[config.mk]
export PLATFORM = sky130hd
export DESIGN_NAME = instr_imm_encoder_flat
export DESIGN_NICKNAME = d
export VERILOG_FILES = /design/src/rtl/instr_imm_encoder_if.sv /design/src/rtl/instr_imm_encoder.sv /design/src/flat_wrapper.sv
export SDC_FILE = /design/constraint.sdc
export NUM_CORES = 1
export LEC_CHECK = 0
export ABC_CLOCK_PERIOD_IN_PS = 1790
export BUFFER_PORTS_ARGS = -buffer_cell sky130_fd_sc_hd__buf_2
export CAP_MARGIN = 20
export CELL_PAD_IN_SITES_DETAIL_PLACEMENT = 0
export CELL_PAD_IN_SITES_GLOBAL_PLACEMENT = 1
export CORE_MARGIN = 5
export CORE_UTILIZATION = 34
export DETAILED_ROUTE_END_ITERATION = 6
export GPL_TIMING_DRIVEN = 0
export PLACE_DENSITY = 0.8
export SYNTH_ARGS = -nofsm -noshare
export SYNTH_HDL_FRONTEND = slang
export SYNTH_SLANG_ARGS = --single-unit
[constraint.sdc]
create_clock -name clk -period 1.79 [get_ports clk]
set_clock_uncertainty 0.05 [all_clocks]
set_input_delay 0.0895 -clock clk [delete_from_list [all_inputs] [get_ports clk]]
set_output_delay 0.0895 -clock clk [all_outputs]
set_load 0.005 [all_outputs]
[src/rtl/instr_imm_encoder_if.sv]
`default_nettype none
// ============================================================================
// Module   : instr_imm_encoder_if
// Brief    : Request/response handshake bundle for instr_imm_encoder.
// Revision : 1.0 - initial release
// ============================================================================
interface instr_imm_encoder_if;
    logic        in_valid;
    logic        in_ready;
    logic [1:0]  in_class;
    logic [4:0]  in_rt;
    logic [4:0]  in_rn;
    logic [4:0]  in_rm;
    logic [63:0] in_imm;
    logic        out_valid;
    logic        out_ready;
    logic [31:0] out_instr;
    logic        out_ovf;

    modport slave (
        input  in_valid, in_class, in_rt, in_rn, in_rm, in_imm, out_ready,
        output in_ready, out_valid, out_instr, out_ovf
    );

    modport master (
        output in_valid, in_class, in_rt, in_rn, in_rm, in_imm, out_ready,
        input  in_ready, out_valid, out_instr, out_ovf
    );
endinterface
`default_nettype wire

[src/rtl/instr_imm_encoder.sv]
`default_nettype none
// ============================================================================
// Module   : instr_imm_encoder
// Brief    : LEGv8 LDUR/STUR/CBZ/ADD word packer with immediate-fit detection
//            and a 2-entry output queue. Optional counters: IMM_ENC_STATS_EN.
// Revision : 1.0 - initial release
// ============================================================================
module instr_imm_encoder (
    input  wire logic             clk,
    input  wire logic             reset,
    instr_imm_encoder_if.slave    bus
`ifdef IMM_ENC_STATS_EN
    ,
    output logic [15:0]           stat_words,
    output logic [15:0]           stat_ovf
`endif
);

    typedef enum logic [1:0] {
        S_EMPTY = 2'd0,
        S_ONE   = 2'd1,
        S_TWO   = 2'd2
    } state_t;

    state_t      r_state;
    logic [31:0] r_head_instr;
    logic        r_head_ovf;
    logic [31:0] r_tail_instr;
    logic        r_tail_ovf;

    logic        w_d_fit;
    logic        w_cb_fit;
    logic [31:0] w_instr;
    logic        w_ovf;
    logic        w_push;
    logic        w_pop;

    // An immediate fits when every bit above the field's sign bit matches it.
    always_comb begin
        w_d_fit  = (&bus.in_imm[63:8])  | ~(|bus.in_imm[63:8]);
        w_cb_fit = (&bus.in_imm[63:18]) | ~(|bus.in_imm[63:18]);
        w_instr  = 32'd0;
        w_ovf    = 1'b0;
        case (bus.in_class)
            2'b00: begin
                w_instr = {11'b11111000010, bus.in_imm[8:0], 2'b00, bus.in_rn, bus.in_rt};
                w_ovf   = ~w_d_fit;
            end
            2'b01: begin
                w_instr = {11'b11111000000, bus.in_imm[8:0], 2'b00, bus.in_rn, bus.in_rt};
                w_ovf   = ~w_d_fit;
            end
            2'b10: begin
                w_instr = {8'b10110100, bus.in_imm[18:0], bus.in_rt};
                w_ovf   = ~w_cb_fit;
            end
            default: begin
                w_instr = {11'b10001011000, bus.in_rm, 6'b000000, bus.in_rn, bus.in_rt};
                w_ovf   = 1'b0;
            end
        endcase
    end

    assign bus.in_ready  = (r_state != S_TWO) && !reset;
    assign bus.out_valid = (r_state != S_EMPTY);
    assign bus.out_instr = r_head_instr;
    assign bus.out_ovf   = r_head_ovf;

    assign w_push = bus.in_valid && bus.in_ready;
    assign w_pop  = bus.out_valid && bus.out_ready;

    // Head register is zeroed whenever the queue drains so the output reads 0 when empty.
    always_ff @(posedge clk) begin
        if (reset) begin
            r_state      <= S_EMPTY;
            r_head_instr <= 32'd0;
            r_head_ovf   <= 1'b0;
            r_tail_instr <= 32'd0;
            r_tail_ovf   <= 1'b0;
        end else begin
            case (r_state)
                S_EMPTY: begin
                    if (w_push) begin
                        r_head_instr <= w_instr;
                        r_head_ovf   <= w_ovf;
                        r_state      <= S_ONE;
                    end
                end
                S_ONE: begin
                    case ({w_push, w_pop})
                        2'b10: begin
                            r_tail_instr <= w_instr;
                            r_tail_ovf   <= w_ovf;
                            r_state      <= S_TWO;
                        end
                        2'b01: begin
                            r_head_instr <= 32'd0;
                            r_head_ovf   <= 1'b0;
                            r_state      <= S_EMPTY;
                        end
                        2'b11: begin
                            r_head_instr <= w_instr;
                            r_head_ovf   <= w_ovf;
                        end
                        default: ;
                    endcase
                end
                S_TWO: begin
                    if (w_pop) begin
                        r_head_instr <= r_tail_instr;
                        r_head_ovf   <= r_tail_ovf;
                        r_state      <= S_ONE;
                    end
                end
                default: begin
                    r_state      <= S_EMPTY;
                    r_head_instr <= 32'd0;
                    r_head_ovf   <= 1'b0;
                end
            endcase
        end
    end

`ifdef IMM_ENC_STATS_EN
    logic [15:0] r_stat_words;
    logic [15:0] r_stat_ovf;

    always_ff @(posedge clk) begin
        if (reset) begin
            r_stat_words <= 16'd0;
            r_stat_ovf   <= 16'd0;
        end else if (w_pop) begin
            r_stat_words <= r_stat_words + 16'd1;
            if (r_head_ovf) begin
                r_stat_ovf <= r_stat_ovf + 16'd1;
            end
        end
    end

    assign stat_words = r_stat_words;
    assign stat_ovf   = r_stat_ovf;
`endif

endmodule
`default_nettype wire

[src/flat_wrapper.sv]
// flat-port wrapper written by rule: the top's interface ports become plain ports
module instr_imm_encoder_flat 
  (clk, reset, bus_in_valid, bus_in_class, bus_in_rt, bus_in_rn, bus_in_rm, bus_in_imm, bus_out_ready, bus_in_ready, bus_out_valid, bus_out_instr, bus_out_ovf);
  instr_imm_encoder_if bus_i ();
  input  wire logic clk;
  input  wire logic reset;
  input wire logic [$bits(bus_i.in_valid)-1:0] bus_in_valid;
  input wire logic [$bits(bus_i.in_class)-1:0] bus_in_class;
  input wire logic [$bits(bus_i.in_rt)-1:0] bus_in_rt;
  input wire logic [$bits(bus_i.in_rn)-1:0] bus_in_rn;
  input wire logic [$bits(bus_i.in_rm)-1:0] bus_in_rm;
  input wire logic [$bits(bus_i.in_imm)-1:0] bus_in_imm;
  input wire logic [$bits(bus_i.out_ready)-1:0] bus_out_ready;
  output wire logic [$bits(bus_i.in_ready)-1:0] bus_in_ready;
  output wire logic [$bits(bus_i.out_valid)-1:0] bus_out_valid;
  output wire logic [$bits(bus_i.out_instr)-1:0] bus_out_instr;
  output wire logic [$bits(bus_i.out_ovf)-1:0] bus_out_ovf;
  assign bus_i.in_valid = bus_in_valid;
  assign bus_i.in_class = bus_in_class;
  assign bus_i.in_rt = bus_in_rt;
  assign bus_i.in_rn = bus_in_rn;
  assign bus_i.in_rm = bus_in_rm;
  assign bus_i.in_imm = bus_in_imm;
  assign bus_i.out_ready = bus_out_ready;
  assign bus_in_ready = bus_i.in_ready;
  assign bus_out_valid = bus_i.out_valid;
  assign bus_out_instr = bus_i.out_instr;
  assign bus_out_ovf = bus_i.out_ovf;
  instr_imm_encoder u_core (.clk(clk), .reset(reset), .bus(bus_i));
endmodule
==> Implementation_results.wiki, run 1 <==
{| class="wikitable"
! Metric !! Value
|-
| Total number of vias || 3371
|-
| Num CTS Buffers || 9
|-
| Number of distinct library cells after synthesis || 39
|-
| Count of flip-flops with a built-in enable after synthesis || 0
|-
| Die Footprint || 0.0111 sq mm
|-
| Flip-flop and latch count after synthesis || 64
|-
| Number of placement rows || 34
|-
| Number of setup violations in the final report || 0
|-
| Headroom to the max-slew limit || 58.0%
|-
| Kind of critical path || flop to flop
|-
| Number of levels the H-tree was split into || 3
|-
| Maximum net fanout on the critical path || 10
|-
| Yosys warning count || 0
|-
| Clock transition at path regs || 0.07 ns
|-
| Cell count after synthesis || 384
|-
| Post-layout total power || 0.00337 W
|-
| Worst slack at placement || -0.114 ns
|-
| Total leakage power || 1.75 nW
|-
| Result of the run || finished clean
|-
| Number of antenna violations at the first check in global routing || 0
|-
| Startpoint kind of the worst setup timing path || flop
|-
| Count of max-cap constraint violations || 0
|-
| Power density normalized to cell area || 813 mW/mm^2
|-
| Post-DRT Antenna Nets || 0
|-
| Tcrit/Tclk final || 95.7%
|-
| Deepest clock path buffer count || 2
|-
| Fraction of registers with async set/reset || 0%
|-
| Most used flip-flop cell after synthesis || sky130_fd_sc_hd__dfxtp_1
|-
| Overall Global Routing Usage || 18.8%
|-
| Via-per-instance ratio || 5.31
|-
| Data arrival time of the critical path || 1.87 ns
|-
| DP Wirelength || 8.05 mm
|-
| Kind of capture point of the worst setup path || flop
|-
| Global-route wire length before repair || 16.9 mm
|-
| Count of pins on the block boundary || 120
|-
| TritonCTS clock tree || built
|-
| Count of pins over their slew limit || 0
|-
| Die Width || 105 um
|-
| Post-synthesis instance area || 0.00308 sq mm
|-
| Number of clock sinks seen by CTS || 64
|-
| Grt ovf || 0
|-
| # port buffers || 118
|-
| Worst-skew pair later-pin latency || 0.34 ns
|-
| Fin. Hold Viols || 0
|-
| Synth-to-layout area growth || 34.3%
|-
| Starting utilization of the core area || 35.2%
|-
| Minimum setup slack in the final design || 0.0768 ns
|-
| Routability congestion estimate from global placement || 0.865
|-
| Net count after synthesis || 469
|-
| Root Buffer || sky130_fd_sc_hd__clkbuf_8
|-
| Worst Tran Pin Value || 0.630 ns
|-
| Core occupancy in the finished layout || 47.3%
|-
| Via count of the first global-routing pass || 3373
|-
| Routed length per placed instance || 16.6 um
|-
| Fraction of the yosys area taken by sequential cells || 41.6%
|-
| Peak supply drop || 0.523 mV
|-
| Die outline height || 105 um
|-
| Worst hold-check path type || input pin to flop
|-
| Hold_ws || 0.0273 ns
|-
| Antenna diode count || 0
|-
| Placed Instances || 610
|-
| Syn_area_per_cell || 8.03 sq um
|-
| Placeable core region || 0.00876 sq mm
|-
| Initial DRT Pass Iterations || 5
|-
| DRC || 0
|-
| Maximum achievable frequency || 0.584 GHz
|-
| Share of cells above drive strength 1 || 32.3%
|-
| Number of nets in the layout || 608
|-
| Total length of routed wires || 10.5 mm
|-
| Final non-filler cell total || 635
|-
| Required time worst endpoint || 1.95 ns
|-
| Final critical-path required period || 1.71 ns
|-
| Initial DRC Count || 222
|-
| Maximum number of pins on one net before global-route repair || 11
|}
## cell usage after synthesis (all sizes together) (2+ instances only)
| cell | n | area (sq um) |
|---|---|---|
| a32o | 4 | 40.0 |
| a211oi | 10 | 75.1 |
| nor2 | 60 | 225 |
| a22oi | 30 | 225 |
| a22o | 7 | 61.3 |
| nor3 | 3 | 20.0 |
| nor4 | 16 | 100 |
| nand4 | 19 | 119 |
| mux2 | 5 | 56.3 |
| buf | 17 | 97.6 |
| dfxtp | 64 | 1280 |
| o21ai | 22 | 110 |
| mux2i | 11 | 110 |
| nor2b | 7 | 43.8 |
| a21oi | 29 | 149 |
| nand2 | 43 | 161 |
| inv | 3 | 11.3 |
| nand3 | 4 | 20.0 |
| nand2b | 2 | 20.0 |
| clkbuf | 15 | 56.3 |
## area by class of cell
| cell class | count | area [sq um] |
|---|---|---|
| Timing Repair Buffer | 129 | 693 |
| Inverter | 3 | 11.3 |
| Clock inverter | 4 | 45.0 |
| Buffer | 31 | 170 |
| Clock buffer | 11 | 141 |
| Fill cell | 920 | 4620 |
| Sequential cell | 64 | 1280 |
| Tap cell | 108 | 135 |
| Multi-Input combinational cell | 285 | 1660 |
## through the flow
stage,TNS (ns),area (sq um)
final,0,4140
after global routing,-0.0168,4140
after CTS,0,4090
after detailed placement,-1.68,3810
after global placement,-1.11,3810
after floorplan,0,3080
## report_power, final
part,switching (W),internal (W)
logic,0.000352,0.000280
registers,0.0000340,0.00149
clock network,0.000543,0.000667
total,0.000929,0.00244
## logic make-up after synthesis
logic type             count (synthesis)  synth area share (%)
buffers and inverters                 35                  5.36
muxes                                 16                  5.40
DFF                                   64                  41.6
AOI/OAI and AO/OA                    111                  23.8
and+or+nand+nor                      158                  23.9
## per-layer routing
metal	track usage [%]	wire length, um	part of all wire (%)	up-vias
met5	0	0	0	-
met4	3.74	68	0.65	0
met3	4.89	672	6.4	7
met2	30.8	4940	47	120
met1	25.0	4850	46	1560
li1	-	-	-	1684
## registers in the layout (all words and copies together) (netlist names)
register / flops
u_core.r_tail_ovf: 1
u_core.r_state: 2
u_core.bus.out_ovf: 1
u_core.r_tail_instr: 30
u_core.bus.out_instr: 30
## worst max-delay path, stage by stage, from the launching register on
cell,delay [ns]
sky130_fd_sc_hd__dfxtp_1,0.32
sky130_fd_sc_hd__buf_6,0.14
sky130_fd_sc_hd__nand2b_4,0.08
sky130_fd_sc_hd__a21boi_1,0.16
sky130_fd_sc_hd__o221a_2,0.28
sky130_fd_sc_hd__buf_4,0.19
sky130_fd_sc_hd__buf_6,0.15
sky130_fd_sc_hd__a22oi_1,0.15
sky130_fd_sc_hd__nor2_1,0.06
## layout by cell type (no fill, tap or decap), types with 2 or more instances in the layout
master,count
sky130_fd_sc_hd__buf_2,127
sky130_fd_sc_hd__inv_1,3
sky130_fd_sc_hd__nor4_1,16
sky130_fd_sc_hd__nand2_1,43
sky130_fd_sc_hd__clkinv_2,3
sky130_fd_sc_hd__buf_4,7
sky130_fd_sc_hd__mux2i_1,11
sky130_fd_sc_hd__dlygate4sd3_1,8
sky130_fd_sc_hd__a211oi_1,10
sky130_fd_sc_hd__nand3_1,4
sky130_fd_sc_hd__clkbuf_8,10
sky130_fd_sc_hd__a32o_1,4
sky130_fd_sc_hd__a21oi_1,28
sky130_fd_sc_hd__dfxtp_1,64
sky130_fd_sc_hd__a22oi_1,28
sky130_fd_sc_hd__clkbuf_1,10
sky130_fd_sc_hd__nand4_1,19
sky130_fd_sc_hd__a22o_1,7
sky130_fd_sc_hd__mux2_2,5
sky130_fd_sc_hd__clkbuf_4,2
sky130_fd_sc_hd__a22oi_2,2
sky130_fd_sc_hd__o21ai_0,22
sky130_fd_sc_hd__nor2b_1,7
sky130_fd_sc_hd__nor2_1,60
sky130_fd_sc_hd__buf_6,2
sky130_fd_sc_hd__nor3_1,2
sky130_fd_sc_hd__clkbuf_2,4
## what timing repair did
action / CTS / global route
hold buffers: 8 / 0
gates resized for setup: 6 / 13
endpoints found under the setup margin: 34 / 43
pin swaps: 0 / 1
setup buffers: 0 / 3
hold endpoints to repair: 8 / 0
## path summary, 6_finish.rpt
| kind | startpoint | to | slack, ns | cells past startpoint |
|---|---|---|---|---|
| worst max-delay path | u_core.r_state[0] | u_core.bus.out_instr[8] | 0.08 | 8 |
| worst min-delay path | bus_in_imm[16] | u_core.r_tail_instr[21] | 0.03 | 3 |
| worst max register to register | u_core.r_state[0] | u_core.bus.out_instr[8] | 0.08 | 8 |
| worst min register to register | u_core.r_tail_instr[26] | u_core.r_tail_instr[26] | 0.41 | 2 |
Power figures use the tool's default switching activity.
==> inputs of run 2 (changes only) <==
--- a/config.mk
+++ b/config.mk
@@ -12,9 +12,11 @@
 export CELL_PAD_IN_SITES_GLOBAL_PLACEMENT = 1
 export CORE_MARGIN = 5
 export CORE_UTILIZATION = 34
+export CTS_BUF_LIST = sky130_fd_sc_hd__clkbuf_16
+export CTS_CLUSTER_DIAMETER = 100
 export DETAILED_ROUTE_END_ITERATION = 6
 export GPL_TIMING_DRIVEN = 0
-export PLACE_DENSITY = 0.8
+export PLACE_DENSITY_LB_ADDON = 0.1
 export SYNTH_ARGS = -nofsm -noshare
 export SYNTH_HDL_FRONTEND = slang
 export SYNTH_SLANG_ARGS = --single-unit
==> run 2 against run 1 <==
Against the previous run: die area unchanged; wire length is 2.2% higher; design area rose by 1.8%; via count increased by 1.7%; hold slack got worse by 0.011 ns; register-to-register slack better by 0.03 ns; first-iteration DRC count decreased by 23%; critical path depth unchanged; power increased by 15%; worst setup slack improved by 0.026 ns; count of clock-buffer cells in the layout is 2 lower; sequential power is essentially flat.
==> Implementation_results.wiki, run 2 (synthesis results as in run 1) <==
{| class="wikitable"
! Metric !! Value
|-
| Total leakage power || 1.78 nW
|-
| Root Buffer || sky130_fd_sc_hd__clkbuf_16
|-
| Required time worst endpoint || 1.94 ns
|-
| Multi-input combinational cell area || 0.00166 sq mm
|-
| Count of max-cap constraint violations || 0
|-
| Via-per-instance ratio || 5.41
|-
| Power density normalized to cell area || 918 mW/mm^2
|-
| Headroom to the max-slew limit || 58.0%
|-
| Initial DRT Pass Iterations || 5
|-
| Synth-to-layout area growth || 36.7%
|-
| Number of setup violations in the final report || 0
|-
| DP Wirelength || 8.03 mm
|-
| Maximum net fanout on the critical path || 10
|-
| Maximum achievable frequency || 0.593 GHz
|-
| Fin. Hold Viols || 0
|-
| Count of pins on the block boundary || 120
|-
| Kind of capture point of the worst setup path || flop
|-
| Number of levels the H-tree was split into || 3
|-
| Starting utilization of the core area || 35.2%
|-
| Number of antenna violations at the first check in global routing || 0
|-
| Most frequent cells in the layout || sky130_fd_sc_hd__buf_2, sky130_fd_sc_hd__dfxtp_1, sky130_fd_sc_hd__nor2_1
|-
| Maximum number of pins on one net before global-route repair || 12
|-
| Global-route wire length before repair || 16.8 mm
|-
| End of the worst hold path || u_core.r_tail_instr[10]
|-
| Final non-filler cell total || 634
|-
| Internal Power || 0.00283 W
|-
| Most common library cell in the layout ignoring fill and taps || sky130_fd_sc_hd__buf_2
|-
| FF-to-FF Start || u_core.r_state[0]
|-
| Routed length per placed instance || 17.0 um
|-
| Worst hold-check path type || input pin to flop
|-
| Kind of critical path || flop to flop
|-
| Reg2reg path depth || 8
|-
| Final critical-path required period || 1.69 ns
|-
| Die Footprint || 0.0111 sq mm
|-
| Die outline height || 105 um
|-
| Number of nets in the layout || 606
|-
| Number of clock sinks seen by CTS || 64
|-
| Tcrit/Tclk final || 94.3%
|-
| Unrepaired setup endpoints after global routing || false
|-
| Proportion of power drawn by the clock network || 44.3%
|-
| Die Width || 105 um
|-
| Data arrival time of the critical path || 1.84 ns
|-
| Routability congestion estimate from global placement || 0.788
|-
| Worst reg2reg path endpoint || u_core.bus.out_instr[3]
|-
| Total number of vias || 3427
|-
| Placeable core region || 0.00876 sq mm
|-
| FF+latch area || 0.00128 sq mm
|-
| # port buffers || 118
|-
| Initial DRC Count || 170
|-
| Sequential share of power || 39.5%
|-
| TritonCTS clock tree || built
|-
| Number of placement rows || 34
|-
| Deepest clock path buffer count || 2
|-
| Via count of the first global-routing pass || 3273
|-
| Placed Instances || 610
|-
| Worst Tran Pin Value || 0.630 ns
|-
| Grt ovf || 0
|-
| Instance count along the most critical hold path || 3
|-
| Filler instances || 910
|-
| Core occupancy in the finished layout || 48.1%
|-
| Num CTS Buffers || 9
|-
| DRC || 0
|-
| Startpoint kind of the worst setup timing path || flop
|-
| Beginning of the worst hold path || bus_in_imm[5]
|-
| Fraction of power spent switching nets || 26.7%
|-
| Overall Global Routing Usage || 18.9%
|-
| Count of pins over their slew limit || 0
|-
| Worst-skew pair later-pin latency || 0.33 ns
|-
| Peak supply drop || 0.379 mV
|-
| Switching pwr || 0.00103 W
|-
| Critical path startpoint || u_core.r_state[0]
|-
| Worst setup slack for register-to-register paths || 0.10 ns
|-
| Result of the run || finished clean
|-
| Antenna diode count || 0
|-
| Total length of routed wires || 10.8 mm
|-
| Share of cells above drive strength 1 || 32.5%
|-
| Post-DRT Antenna Nets || 0
|-
| Share of total power in combinational logic || 16.3%
|-
| Clock transition at path regs || 0.06 ns
|}
run 2: timing repair:
action	4_1_cts	5_1_grt
resized for setup	6	12
endpoints found under the hold margin	5	0
endpoints found under the setup margin	43	46
pin swaps	0	1
hold buffers	5	0
cloned	0	1
buffers inserted	0	3
run 2: stage by stage:
| stage | area (sq um) | total power, W | setup slack (ns) | setup TNS [ns] | hold slack [ns] |
|---|---|---|---|---|---|
| after floorplan | 3080 | 0.00187 | 0.237 | 0 | 0.175 |
| after global placement | 3810 | 0.00216 | -0.162 | -2.72 | 0.293 |
| after detailed placement | 3810 | 0.00216 | -0.219 | -3.41 | 0.299 |
| after CTS | 4170 | 0.00389 | 0.0231 | 0 | 0.00403 |
| after global routing | 4210 | 0.00403 | 0.00255 | 0 | 0.0180 |
| final | 4210 | 0.00387 | 0.102 | 0 | 0.0161 |
run 2: critical path, cell delays in order, from the launching register on:
cell,delay [ns]
sky130_fd_sc_hd__dfxtp_2,0.33
sky130_fd_sc_hd__buf_6,0.12
sky130_fd_sc_hd__nand2b_4,0.08
sky130_fd_sc_hd__a21boi_2,0.17
sky130_fd_sc_hd__o221a_2,0.26
sky130_fd_sc_hd__buf_4,0.18
sky130_fd_sc_hd__buf_6,0.15
sky130_fd_sc_hd__a22oi_1,0.15
sky130_fd_sc_hd__nor2_1,0.05
run 2: metal layers:
metal  GRT usage [%]  share of wire, %  vias up
met5               0                 0        -
met4            4.66              0.69        0
met3            4.89               6.8       10
met2            29.8                46      128
met1            25.7                46     1606
li1                -                 -     1683
run 2: layout make-up:
type / count / area share (%)
multi-input combinational: 285 / 39.3
sequential: 64 / 30.4
timing repair buffer: 127 / 15.9
clock buffer: 9 / 5.34
buffer: 31 / 4.10
tap: 108 / 3.21
clock inverter: 7 / 1.51
inverter: 3 / 0.267
run 2: power by group through the flow:
| stage | combinational, W | sequential, W | clock [W] |
|---|---|---|---|
| 2_1_floorplan | 0.000318 | 0.00156 | 0 |
| 3_3_place_gp | 0.000604 | 0.00155 | 0 |
| 3_5_place_dp | 0.000607 | 0.00156 | 0 |
| 4_1_cts | 0.000624 | 0.00153 | 0.00174 |
| 5_1_grt | 0.000697 | 0.00153 | 0.00180 |
| 6_report | 0.000629 | 0.00153 | 0.00171 |
run 2: worst max path at each step:
stage                               end  slack, ns  depth (start not counted)
2_1_floorplan   u_core.bus.out_instr[1]       0.24                          8
3_3_place_gp    u_core.r_tail_instr[15]      -0.16                          5
3_5_place_dp     u_core.r_tail_instr[2]      -0.22                          6
4_1_cts         u_core.r_tail_instr[25]       0.02                          7
5_1_grt        u_core.bus.out_instr[31]      0.003                          6
6_report        u_core.bus.out_instr[3]       0.10                          8
